$ cat config.mk
export PLATFORM = sky130hd
export DESIGN_NAME = dot_clock_gen
export DESIGN_NICKNAME = d
export VERILOG_FILES = /design/src/rtl/dot_clock_pkg.sv /design/src/rtl/dot_clock_gen_rst_sync.sv /design/src/rtl/dot_clock_gen.sv
export SDC_FILE = /design/constraint.sdc
export NUM_CORES = 1
export LEC_CHECK = 0
export ABC_AREA = 1
export BUFFER_PORTS_ARGS = -buffer_cell sky130_fd_sc_hd__buf_2
export CORE_AREA = 2 2 39 41
export CTS_BUF_LIST = sky130_fd_sc_hd__clkbuf_4
export DETAILED_ROUTE_END_ITERATION = 10
export DIE_AREA = 0 0 41 43
export PLACE_DENSITY = 0.74
export SYNTH_ARGS = -nofsm -noshare
export SYNTH_HDL_FRONTEND = slang
export SYNTH_SLANG_ARGS = --single-unit
$ cat constraint.sdc
create_clock -name board -period 0.8 [get_ports board]
set_input_delay 0.12 -clock board [delete_from_list [all_inputs] [get_ports board]]
set_output_delay 0.12 -clock board [all_outputs]
set_load 0.05 [all_outputs]
$ cat src/rtl/dot_clock_pkg.sv
// Shared constants and width helpers for the dot clock generator.
package dot_clock_pkg;

  localparam int DIV_DEFAULT         = 2;
  localparam int LOCK_CYCLES_DEFAULT = 4;
  localparam int LOCK_W              = 8;

  function automatic int clog2(input int v);
    int r;
    r = 0;
    for (int x = v - 1; x > 0; x = x >> 1) begin
      r = r + 1;
    end
    return r;
  endfunction

  function automatic int cnt_width(input int div);
    return (clog2(div) < 1) ? 1 : clog2(div);
  endfunction

endpackage

$ cat src/rtl/dot_clock_gen_rst_sync.sv
// Two-flop reset synchroniser: asynchronous assert, release on the 2nd clk rising edge.
// Fixed 2-cycle release latency; no flow control.
module rst_sync (
  input  logic clk,
  input  logic rst_n,
  output logic rst_s
);

  logic ff1;
  logic ff2;

  always_ff @(posedge clk or negedge rst_n) begin
    if (!rst_n) begin
      ff1 <= 1'b0;
      ff2 <= 1'b0;
    end else begin
      ff1 <= 1'b1;
      ff2 <= ff1;
    end
  end

  assign rst_s = ff2;

endmodule

$ cat src/rtl/dot_clock_gen.sv
// Integer divider producing the VGA dot clock, a board-domain enable strobe and a lock flag.
// First period starts 3 board edges after reset release; free-running, no backpressure.
import dot_clock_pkg::*;

module dot_clock_gen #(
  parameter int DIV         = DIV_DEFAULT,
  parameter int LOCK_CYCLES = LOCK_CYCLES_DEFAULT
) (
  input  logic board,
  input  logic rst_n,
  output logic dotclock,
  output logic dot_en,
  output logic locked
);

  localparam int CNT_W = cnt_width(DIV);
  localparam logic [CNT_W-1:0]  CNT_MAX  = CNT_W'(DIV - 1);
  localparam logic [LOCK_W-1:0] LOCK_TGT = LOCK_W'(LOCK_CYCLES);

  logic              rst_s;
  logic [CNT_W-1:0]  cnt;
  logic [CNT_W-1:0]  cnt_next;
  logic              wrap;
  logic [LOCK_W-1:0] pcnt;

  rst_sync u_rst_sync (
    .clk   (board),
    .rst_n (rst_n),
    .rst_s (rst_s)
  );

  assign cnt_next = (cnt == CNT_MAX) ? '0 : cnt + 1'b1;
  assign wrap     = (cnt_next == '0);

  always_ff @(posedge board or negedge rst_s) begin
    if (!rst_s) begin
      cnt    <= CNT_MAX;
      dot_en <= 1'b0;
    end else begin
      cnt    <= cnt_next;
      dot_en <= wrap;
    end
  end

  // Period counter saturates so that large LOCK_CYCLES never roll the flag back.
  always_ff @(posedge board or negedge rst_s) begin
    if (!rst_s) begin
      pcnt   <= '0;
      locked <= 1'b0;
    end else if (wrap) begin
      if (pcnt != '1) pcnt <= pcnt + 1'b1;
      if (pcnt == LOCK_TGT) locked <= 1'b1;
    end
  end

  generate
    if (DIV == 1) begin : g_div1
      logic run;
      // Enabling on the falling edge keeps the gated clock free of runt pulses.
      always_ff @(negedge board or negedge rst_s) begin
        if (!rst_s) run <= 1'b0;
        else        run <= 1'b1;
      end
      assign dotclock = board & run;
    end else if ((DIV % 2) == 0) begin : g_even
      logic dclk;
      always_ff @(posedge board or negedge rst_s) begin
        if (!rst_s) dclk <= 1'b0;
        else        dclk <= (cnt_next < CNT_W'(DIV / 2));
      end
      assign dotclock = dclk;
    end else begin : g_odd
      logic p;
      logic n;
      always_ff @(posedge board or negedge rst_s) begin
        if (!rst_s) p <= 1'b0;
        else        p <= (cnt_next < CNT_W'((DIV + 1) / 2));
      end
      // Half-cycle delayed copy trims the high time to exactly DIV/2 board cycles.
      always_ff @(negedge board or negedge rst_s) begin
        if (!rst_s) n <= 1'b0;
        else        n <= p;
      end
      assign dotclock = p & n;
    end
  endgenerate

endmodule

# Yosys cells after proc, flatten, opt, wreduce, memory -nomap -nowiden
# Cells that the tools add are included.
# word_totals
ff_bits	14
elab_cells	16
output_inout_bits	3
# classes
add_sub_neg	2
magnitude_cmp	1
muxes	1
reduce_logical	2
bitwise	1
n_eq_ne	2
# op_table
cell	n
adder 8 x 1 -> 8 bit (second input constant)	1
equality test 8 x 3 -> 1 bit (second input constant)	1
!= test 8 bit (second input constant)	1
AND reduction 2 bit	2
adder 1 bit (second input constant)	1
less-than comparator 1 bit (second input constant)	1
2-to-1 mux 1 bit	1
inverter 1 bit	1

# Logic depth before layout (Yosys ltp)
# logic_depth
ltp_word	4
mapped_depth	8

# Hierarchy
# From an unflattened synthesis, not the netlist that was laid out.
# hier_totals
hier_cells	82
area_unflattened_um2	686.9
# modules_own_cells
mod	area_per_inst_um2	instances	seq_area_each_um2	cells_each
dot_clock_gen	633.1	1	276.5	79
rst_sync	53.8	1	50.0	3

# Worst setup path before layout
# No wires, ideal clock.
# synth_timing
path_type	register to register
startpoint	register pcnt[0]
endpoint	register pcnt[5]
path_slack_ns	-0.421
arrival_time_ns	1.104
required_time_ns	0.684
setup_time_ns	0.116
n_path_buf	0
path_stages_with_launch	9
cell_sequence	dfrtp_1 ha_1 nand2_1 nor2_2 nand2_4 nand2_4 inv_4 nand2_1 nand2_1
# synth_via
elab_chain_cells	2
# synth_lines
item	line	rtl
from (decl)	dot_clock_gen.sv:24	logic [LOCK_W-1:0] pcnt;
from (signal assigned)	dot_clock_gen.sv:51	if (pcnt != '1) pcnt <= pcnt + 1'b1;
parallel branches: the longest is 2 deep, another holds adder 8 x 1 -> 8 bit	n/a	
# Several ways; the timed one is not identified.
# A chain may end at the register's enable or synchronous reset.

# Worst setup path after layout
# Same ends and word-level chain as after synthesis.

==> results.yml <==
global_routing:
  antenna_found_initial: 0
  grt.total_usage_pct: 20.2
  grt.overflow.total: 0
  grt_pass1_vias: 560
  grt_pass1_wl_um: 2300
  grt_max_degree: 12
logic_synthesis:
  synth.top_cells.by_area: "dfrtp_1, nand2_1, inv_1, dfstp_2, ha_1"
  synth.most_common_cell: "nand2_1"
  ys_types: 20
  netlist_top_cells_count: "nand2_1, dfrtp_1, inv_1"
  syn_inst: 79
  synth_top_area_share_pct: 45.6
  ys.flop_type: "dfrtp_1"
  avgSynthCellArea_sq_um: 8.33
  seq_area_frac_synth_pct: 49.6
  synth_edf_count: 0
  synth_top_area_cell: "dfrtp_1"
  ys_ff_latch: 13
  ys_warn_count: 0
  ys_async_sr_fraction_pct: 100
  synth.cell_area_sq_um: 658
  synth_nets: 83
cts:
  cts_sinks: 13
  cts_inserted_buffers: 3
  cts_root_buf: "clkbuf_4"
  clk_latency_ps: 280
  clk_path_buf_depth: 2
  cts_max_level: 1
  path_clk_slew_ps: 90
  tritoncts: "built"
setup_path:
  startpoint_type: "flip-flop"
  cp-end-kind: "flip-flop"
  cp_max_fo: 7
  arrival_ps: 1340
  required_ps: 980
  crit_type: "reg -> reg"
drt:
  firstDrtPassIters: 4
  vias: 565
  drt_iter0_markers: 9
  drc: 0
  routedWlPerCell_um: 11.3
  routed_wl_um: 1320
  antenna_left: 0
  viasPerCell: 4.83
timing:
  finalHoldViolations: 0
  clock-skew-final_ps: 5.49
  setup_viol: 12
  fin_setup_tns_ps: -3250
  fin_crit_sh_pct: 145
  rsz0062_at_grt: "yes"
  final.min_clock_period_ps: 1160
  slew_violations: 0
  layout_setup_ws_ps: -363
  max_freq_mhz: 860
pwr:
  peakVddDrop_v: 0.00120
  p_leak_nw: 0.464
  power_density_nw_per_um2: 1190
run:
  max_cap_viol_count: 0
floorplan:
  die_h_um: 43
  die-width_um: 41
  initial_core_util_pct: 47.6
  io_pins: 5
  fp.dieArea_sq_um: 1760
  num_rows: 14
  core_area_sq_um: 1380
outcome:
  status: "complete, but fails checks"
  violations: "negative setup slack"
final_layout:
  multiInputGateArea_sq_um: 337
  drive_gt1_share_pct: 45.5
  finalNetCount: 106
  fillers: 115
  diodes: 0
  syn_to_final_growth_pct: 40.7
  seq_area_sq_um: 330
place:
  dp_hpwl_um: 993
  pre_cts_ws_ps: -421
  port-buffer-count: 4
  gp_congestion: 0.820
worst_hold_path:
  hold_path_class: "in -> async"
[cell families (layout without fill, tap and decap cells)]
logic type | Yosys count | after routing | synth area share, %
AND/OR/NAND/NOR | 46 | 46 | 32.7
flip-flops | 13 | 13 | 49.6
buffers and inverters | 12 | 34 | 8.36
AO/OA/AOI/OAI | 3 | 3 | 2.28
adder cells (fa/ha/maj) | 2 | 2 | 3.80
XOR/XNOR | 2 | 2 | 2.66
other | 1 | 1 | 0.570
[registers in the layout, summed over array words and instances, names as in the netlist]
register          count
cnt                   1
dot_en                1
locked                1
pcnt                  8
u_rst_sync.ff1        1
u_rst_sync.rst_s      1
[metrics by stage]
step           hold slack (ps)  util [%]  total power [mW]  cells  instance area [sq um]
2_1_floorplan             -176         -             0.684     79                    699
3_3_place_gp             -94.8      59.4             0.694    111                    822
3_5_place_dp             -92.2      59.4             0.695    111                    822
4_1_cts                    139      66.5              1.12    117                    920
5_1_grt                    120      66.9              1.17    117                    926
6_report                   139      66.9              1.10    117                    926
[worst max-delay path, cell delays in order (launching register included)]
cell	delay (ps)
dfrtp_2	420
ha_4	170
nand2_4	60
nor2_4	90
nand2_4	60
nand2_4	100
inv_4	50
nand2_2	50
nand2_2	50
[power breakdown]
| part | internal (mW) | switching, mW | leakage, nW | total, mW |
|---|---|---|---|---|
| logic | 0.00819 | 0.0130 | 0.296 | 0.0212 |
| clock network | 0.185 | 0.229 | 0.0177 | 0.414 |
| registers | 0.662 | 0.00100 | 0.150 | 0.663 |
[metal layers]
metal  part of all wire, %  global-route usage (%)  vias up
met3                   2.8                    4.71        0
met2                    54                    30.6       13
met1                    43                    25.7      270
li1                      -                       -      282
met5                     0                       0        -
met4                     0                    10.0        0
[final cells by class]
type	instances	area share [%]
well taps	16	2.16
repair buffers	20	18.2
multi-input cells	54	36.4
flip-flops and latches	13	35.7
clock inverters	1	0.541
inverters	10	4.59
clock buffers	3	2.43
[cell usage in the layout, fill, tap and decap left out, types with 2 or more instances in the layout]
| cell | instances |
|---|---|
| nand2_1 | 25 |
| buf_4 | 13 |
| dfrtp_1 | 9 |
| inv_1 | 6 |
| nand2_2 | 5 |
| buf_6 | 5 |
| nand3_1 | 4 |
| nand2_4 | 3 |
| nor2_4 | 3 |
| clkbuf_4 | 3 |
| dfrtp_2 | 3 |
| inv_4 | 2 |
| inv_2 | 2 |
| xnor2_1 | 2 |
| nor2_1 | 2 |
| o21ai_1 | 2 |
| ha_4 | 2 |
[timing repair]
item                                    4_1_cts  5_1_grt
hold buffers                                  1        0
endpoints found under the setup margin       13       13
pin swaps                                     6        1
buffers inserted                              2        1
hold endpoints to repair                      2        0
gates resized for setup                      18        5
[path summary, 6_finish.rpt]
path                       cells after the start             start  slack, ps                to
setup reg to reg                               8           pcnt[0]       -360           pcnt[5]
hold reg to reg                                1  u_rst_sync.rst_s        150           pcnt[6]
max in group asynchronous                      1  u_rst_sync.rst_s        420               cnt
min in group board                             0    u_rst_sync.ff1        350  u_rst_sync.rst_s
hold / removal                                 2             rst_n        140    u_rst_sync.ff1
setup / recovery                               8           pcnt[0]       -360           pcnt[5]
Note: power is estimated with default switching activity, not from simulation.
